===== config.mk =====
export PLATFORM = sky130hd
export DESIGN_NAME = quad_encoder_pwm
export DESIGN_NICKNAME = d
export VERILOG_FILES = /design/src/rtl/quad_encoder_pwm.sv
export SDC_FILE = /design/constraint.sdc
export NUM_CORES = 1
export LEC_CHECK = 0
export ABC_CLOCK_PERIOD_IN_PS = 7700
export BUFFER_PORTS_ARGS = -buffer_cell sky130_fd_sc_hd__buf_4
export CAP_MARGIN = 40
export CORE_UTILIZATION = 46
export DETAILED_ROUTE_END_ITERATION = 8
export PLACE_DENSITY_LB_ADDON = 0.15
export SLEW_MARGIN = 15
export SYNTH_ARGS = -nofsm -noshare
export SYNTH_HDL_FRONTEND = slang
export SYNTH_SLANG_ARGS = --single-unit

===== constraint.sdc =====
create_clock -name clock -period 7.7 [get_ports clock]
set_clock_uncertainty 0.2 [all_clocks]
set_input_delay 1.54 -clock clock [delete_from_list [all_inputs] [get_ports clock]]
set_output_delay 1.54 -clock clock [all_outputs]
set_load 0.05 [all_outputs]

===== src/rtl/quad_encoder_pwm.sv =====
`default_nettype none
// ============================================================================
// quad_encoder_pwm - three encoder channels, each position sets its PWM duty
// Revision 1.0
// ============================================================================
module quad_encoder_pwm #(
  parameter int WIDTH        = 8,
  parameter int DEBOUNCE_LEN = 4
) (
  input  logic clock,
  input  logic resetb,
  input  logic enc0_a,
  input  logic enc0_b,
  input  logic enc1_a,
  input  logic enc1_b,
  input  logic enc2_a,
  input  logic enc2_b,
  output logic pwm0_out,
  output logic pwm1_out,
  output logic pwm2_out
);

  localparam int NCH = 3;
  localparam int NIN = 2 * NCH;
  localparam logic [WIDTH-1:0] CNT_MAX = '1;
  localparam logic [WIDTH-1:0] ONE     = {{(WIDTH-1){1'b0}}, 1'b1};

  // Bit 2c is channel c's A input, bit 2c+1 its B input.
  logic [NIN-1:0] enc_raw;
  logic [NIN-1:0] filt;
  logic [NCH-1:0] pwm;

  assign enc_raw = {enc2_b, enc2_a, enc1_b, enc1_a, enc0_b, enc0_a};

  // Shared free-running PWM timebase.
  logic [WIDTH-1:0] cnt_q, cnt_d;

  always_comb begin
    cnt_d = cnt_q + ONE;
  end

  always_ff @(posedge clock or negedge resetb) begin
    if (!resetb) begin
      cnt_q <= '0;
    end else begin
      cnt_q <= cnt_d;
    end
  end

  generate
    for (genvar i = 0; i < NIN; i++) begin : g_in
      logic [1:0]              sync_q, sync_d;
      logic [DEBOUNCE_LEN-1:0] deb_q, deb_d;
      logic                    filt_q, filt_d;

      // Filter only moves once the whole sample window agrees.
      always_comb begin
        sync_d = {sync_q[0], enc_raw[i]};
        deb_d  = {deb_q[DEBOUNCE_LEN-2:0], sync_q[1]};
        filt_d = filt_q;
        if (&deb_q) begin
          filt_d = 1'b1;
        end else if (~|deb_q) begin
          filt_d = 1'b0;
        end
      end

      always_ff @(posedge clock or negedge resetb) begin
        if (!resetb) begin
          sync_q <= '0;
          deb_q  <= '0;
          filt_q <= 1'b0;
        end else begin
          sync_q <= sync_d;
          deb_q  <= deb_d;
          filt_q <= filt_d;
        end
      end

      assign filt[i] = filt_q;
    end

    for (genvar c = 0; c < NCH; c++) begin : g_ch
      logic [1:0]       s;
      logic [1:0]       s_idx, prev_idx, step;
      logic [1:0]       prev_q, prev_d;
      logic [WIDTH-1:0] pos_q, pos_d;
      logic [WIDTH-1:0] duty_q, duty_d;
      logic             pwm_q, pwm_d;

      assign s = {filt[2*c], filt[2*c+1]};

      // Map Gray state {a,b} 00,10,11,01 to phase 0..3; a phase step of
      // +1 is forward, +3 is reverse, +2 is an invalid double change.
      always_comb begin
        s_idx    = {s[0], s[1] ^ s[0]};
        prev_idx = {prev_q[0], prev_q[1] ^ prev_q[0]};
        step     = s_idx - prev_idx;
        prev_d   = s;
        pos_d    = pos_q;
        if (step == 2'd1) begin
          pos_d = pos_q + ONE;
        end else if (step == 2'd3) begin
          pos_d = pos_q - ONE;
        end
        duty_d = (cnt_q == CNT_MAX) ? pos_q : duty_q;
        pwm_d  = (cnt_q < duty_q);
      end

      always_ff @(posedge clock or negedge resetb) begin
        if (!resetb) begin
          prev_q <= '0;
          pos_q  <= '0;
          duty_q <= '0;
          pwm_q  <= 1'b0;
        end else begin
          prev_q <= prev_d;
          pos_q  <= pos_d;
          duty_q <= duty_d;
          pwm_q  <= pwm_d;
        end
      end

      assign pwm[c] = pwm_q;
    end
  endgenerate

  assign pwm0_out = pwm[0];
  assign pwm1_out = pwm[1];
  assign pwm2_out = pwm[2];

endmodule
`default_nettype wire


**Word-level counts from Yosys, hierarchy flattened**

Index checks and enable logic that the tools add are counted.

- Add/subtract/negate cells: 10
- $lt $le $gt $ge: 3
- Equal/unequal tests: 13
- Mux-type cells: 18
- Bitwise operators: 6
- Reduce and logical (&&, ||, !) cells: 15

Operators with widths:

| kind | count |
|---|---|
| two-way mux 8 bit | 6 |
| adder 8 x 1 -> 8 bit, second input constant | 4 |
| < comparator 8 bit | 3 |
| AND reduction 4 bit | 6 |
| OR reduction 4 bit | 6 |
| subtractor 8 x 1 -> 8 bit, second input constant | 3 |
| two-way mux 1 bit | 12 |
| != test 2 bit, second input constant | 6 |
| == test 8 bit, second input constant | 1 |
| == test 2 x 1 -> 1 bit, second input constant | 3 |
| == test 2 bit, second input constant | 3 |
| nonzero test 2 bit | 3 |
| subtractor 2 bit | 3 |
| bitwise XOR 1 bit | 6 |

- Register bits: 107
- Input bits: 8
- Output and inout port bits: 3
- Word-level logic and storage cells: 96

**Depth between registers and ports, before layout**

- Depth in word-level cells: 5
- Gate-level depth with buffers: 11
- Mapped depth without buffers: 11

**Worst setup path after synthesis**

OpenSTA, ideal clock, no wires.

- Kind: reg-to-reg
- Start: register g_in[5].filt_q
- End: register g_ch[2].pos_q[7]
- Library setup time: 0.122 ns
- Arrival time: 2.477 ns
- Data required time: 7.378 ns
- Path slack: 4.900 ns
- Cell stages (with the launch flop): 11
- Clock period less this slack: 2.800 ns
- Path through: dfrtp_1 > xnor2_1 > ha_1 > clkbuf_1 > nand2b_1 > ha_1 > a211oi_1 > o21bai_1 > o22ai_1 > mux2_4 > xnor2_2

- Word-level cells in the longest chain between the ends: 4
- Elaborated cells between the ends (all ways): 6
- Those cells by class: add/sub (1); eq/ne (2); mux (1); bitwise (1); reduce/logical (1)

Ends and longest elaborated chain:

| item | RTL line | source |
|---|---|---|
| start, declared | 54 | `logic filt_q, filt_d;` |
| start signal, assigned | 76 | `filt_q <= filt_d;` |
| bitwise XOR 1 bit | 96 | `s_idx = {s[0], s[1] ^ s[0]};` |
| subtractor 2 bit * | 98 | `step = s_idx - prev_idx;` |
| == test 2 x 1 -> 1 bit / == test 2 bit (equally long branches) | 101, 103 |  |
| two-way mux 8 bit / nonzero test 2 bit (equally long branches) | n/a |  |
| end signal, assigned | 118 | `pos_q <= pos_d;` |
| end, declared | 87 | `logic [WIDTH-1:0] pos_q, pos_d;` |

Every way passes the cells marked *; elsewhere a longest branch is shown, timed or not.
A chain may end at the register's enable or synchronous reset.

**Worst setup path after layout**

Ends and elaborated chain as after synthesis.

==> results.sh <==
export IMPL_hold_viol=0
export IMPL_multi_input_area_um2=2100
export IMPL_gr_usage_all_layers_pct=15.7
export IMPL_detail_route_antenna_nets=0
export IMPL_p_per_area_nw_per_um2=323
export IMPL_maxSlewViolCount=0
export IMPL_syn_area_per_cell_um2=11.5
export IMPL_routabilityCongestion=0.786
export IMPL_synth_top_cells_by_area="dfrtp_1 55%, ha_1 11%, xnor2_1 3.2%"
export IMPL_r2r_cells=9
export IMPL_ys_ff_latch=107
export IMPL_grt_pass1_wl_um=13800
export IMPL_antenna_found_initial=0
export IMPL_max_slew_margin_rel_pct=54.4
export IMPL_cp_arrival_ns=3.21
export IMPL_setup_slack_ns=4.55
export IMPL_firstDrtPassIters=4
export IMPL_ir_worst_vdd_v=0.000141
export IMPL_final_nets=492
export IMPL_start_util_pct=47.6
export IMPL_cts_htree_levels=3
export IMPL_cp_required_ns=7.76
export IMPL_async_flop_share_pct=100
export IMPL_fillers=922
export IMPL_cp_max_fo=17
export IMPL_p_clk_share_pct=19.1
export IMPL_area_delta_synth_final_pct=8.33
export IMPL_tightest_slew_ns=0.685
export IMPL_fmax_ghz=0.317
export IMPL_finish_instance_area_um2=5320
export IMPL_placed_cell_area_um2=5120
export IMPL_synth_ff_type="dfrtp_1"
export IMPL_via_per_inst=5.12
export IMPL_wl_per_cell_um=13.1
export IMPL_pwr_share_comb_pct=38.8
export IMPL_clk_latency_ns=0.37
export IMPL_layout_commonest_cell="dfrtp_1"
export IMPL_p_sw_share_pct=35.1
export IMPL_synth_cell_types=35
export IMPL_min_period_ns=3.15
export IMPL_wl_um=7610
export IMPL_ff2ff_setup_slack_ns=4.55
export IMPL_p_seq_share_pct=42.1
export IMPL_row_count=37
export IMPL_clkTransAtPathRegs_ns=0.10
export IMPL_drt_iter0_markers=102
export IMPL_seqCellArea_um2=2680
export IMPL_die_area_um2=11100
export IMPL_setup_tns_ns=0
export IMPL_yosys_area_top_type="dfrtp_1"
export IMPL_cts_sinks=107
export IMPL_num_io_pins=11
export IMPL_synth_top_cell_area_share_pct=54.5
export IMPL_whs_endpoint="g_in[4].deb_q[0]"
export IMPL_antenna_cells=0
export IMPL_synth_edf_count=0
export IMPL_hp_start="g_in[4].sync_q[1]"
export IMPL_io_buffers=10
export IMPL_hpwl_um=5350
export IMPL_leakage_nw=2.44
export IMPL_status="finished, final reports clean"
export IMPL_ys_seq_area_share_pct=54.5
export IMPL_grt_max_degree=58
export IMPL_r2r_start="g_in[5].filt_q"
export IMPL_finalSetupViolations=0
export IMPL_pre_cts_ws_ns=4.55
export IMPL_num_vias=2964
export IMPL_whs_path_depth=0
export IMPL_cts_repair_resized=0
export IMPL_cts_tree="built"
export IMPL_synthesis_area_um2=4910
export IMPL_cts_setup_buffers=0
export IMPL_overflow=0
export IMPL_power_switching_mw=0.604
export IMPL_grt_setup_unrepaired="false"
export IMPL_fin_crit_sh_pct=41.0
export IMPL_crit_type="register to register"
export IMPL_drv_cap=0
export IMPL_cts_max_path_buffers=2
export IMPL_intPower_mw=1.12
export IMPL_grt_pass1_vias=2918
export IMPL_numCtsBuffers=9
export IMPL_core_region_area_um2=10300
export IMPL_die_h_um=105
export IMPL_synth_nets=480
export IMPL_worst_r2r_endpoint="g_ch[2].pos_q[7]"
export IMPL_holdCritPathClass="register to register"
export IMPL_clock_root_buffer="clkbuf_8"
export IMPL_die_w_um=105
export IMPL_final_cell_mix="107 x dfrtp_1, 43 x ha_1, 38 x nand2_1"
export IMPL_ys_warn_count=0
export IMPL_hold_buffers=0
export IMPL_synthCells=426
export IMPL_drive_gt1_share_pct=7.45
export IMPL_remaining_drc_errors=0
export IMPL_crit_path_start_kind="register"
export IMPL_crit_path_end_kind="register"
cells in the mapped netlist (4+ instances only):
master and count:
nand3_1 10, nand2_1 38, buf_2 5, or3_1 6, o21ai_1 27, a21oi_1 18
xor2_1 13, a31oi_1 12, nand2b_1 4, clkbuf_1 6, a21o_1 18, a211oi_1 5
xnor2_1 18, o21ai_0 15, nor3b_1 5, inv_1 24, nor2_1 16, dfrtp_1 107
ha_1 43
worst max-delay path: stages, from the launching register on:
cell and delay [ns]:
dfrtp_1 0.45, xnor2_1 0.15, ha_1 0.59, nand2b_1 0.38
ha_1 0.32, a211oi_1 0.20, o21bai_1 0.13, o22ai_1 0.17
mux2_4 0.33, xnor2_2 0.12
layer usage:
layer / GRT usage, % / part of all wire [%] / wire length [um]
met3: 3.34 / 2.1 / 161
met1: 21.6 / 52 / 3920
met2: 24.1 / 44 / 3380
met5: 0 / 0 / 0
met4: 7.04 / 1.9 / 148
state kept, by name (all words and copies together), names as in the netlist, 6 cells and up:
signal / count
cnt_q: 8
g_in.deb_q: 24
g_ch.prev_q: 6
g_ch.duty_q: 24
g_ch.pos_q: 24
g_in.filt_q: 6
g_in.sync_q: 12
metrics by stage:
| stage | std cells | utilization, % | total power, mW | hold WS, ns |
|---|---|---|---|---|
| 3_5_place_dp | 563 | 49.6 | 1.40 | 0.137 |
| 2_1_floorplan | 426 | - | 1.27 | 0.131 |
| 6_report | 579 | 51.5 | 1.72 | 0.158 |
| 4_1_cts | 579 | 51.5 | 1.75 | 0.162 |
| 5_1_grt | 579 | 51.5 | 1.87 | 0.168 |
| 3_3_place_gp | 563 | 49.6 | 1.38 | 0.133 |
layout make-up:
cell class                 instances  share of cell area [%]
sequential                       107                    50.3
clock inverter                     5                   0.846
timing repair buffer              12                    1.69
multi-input combinational        284                    39.4
clock buffer                      11                    2.85
tap                              136                    3.20
inverter                          24                    1.69
kinds of logic (layout without fill, tap and decap cells):
logic type                 after synthesis  count (layout)  share of synthesized area [%]
DFF                                    107             107                           54.5
AOI/OAI and AO/OA                      105             105                           12.7
and+or+nand+nor                         90              90                           8.89
adders and majority gates               46              46                           12.2
buffers and inverters                   35              52                           2.80
xor gates and xnor gates                34              34                           6.83
muxes                                    9               9                           2.09
power groups by stage:
| stage | logic (mW) | registers (mW) | clock network (mW) |
|---|---|---|---|
| after floorplan | 0.555 | 0.712 | 0 |
| after global placement | 0.647 | 0.736 | 0 |
| after detailed placement | 0.666 | 0.738 | 0 |
| after CTS | 0.671 | 0.727 | 0.349 |
| after global routing | 0.760 | 0.739 | 0.366 |
| final | 0.667 | 0.725 | 0.328 |
worst max-delay path by stage:
stage / from / end / slack [ns] / depth (start not counted)
global route: g_in[1].filt_q / g_ch[0].pos_q[7] / 4.26 / 10
global placement: g_in[5].filt_q / g_ch[2].pos_q[7] / 4.57 / 9
finish: g_in[5].filt_q / g_ch[2].pos_q[7] / 4.55 / 9
detailed placement: g_in[5].filt_q / g_ch[2].pos_q[7] / 4.55 / 9
floorplan: g_in[5].filt_q / g_ch[2].pos_q[7] / 4.90 / 10
CTS: g_in[5].filt_q / g_ch[2].pos_q[7] / 4.51 / 9
No activity file was read; power rests on OpenSTA's default activity.
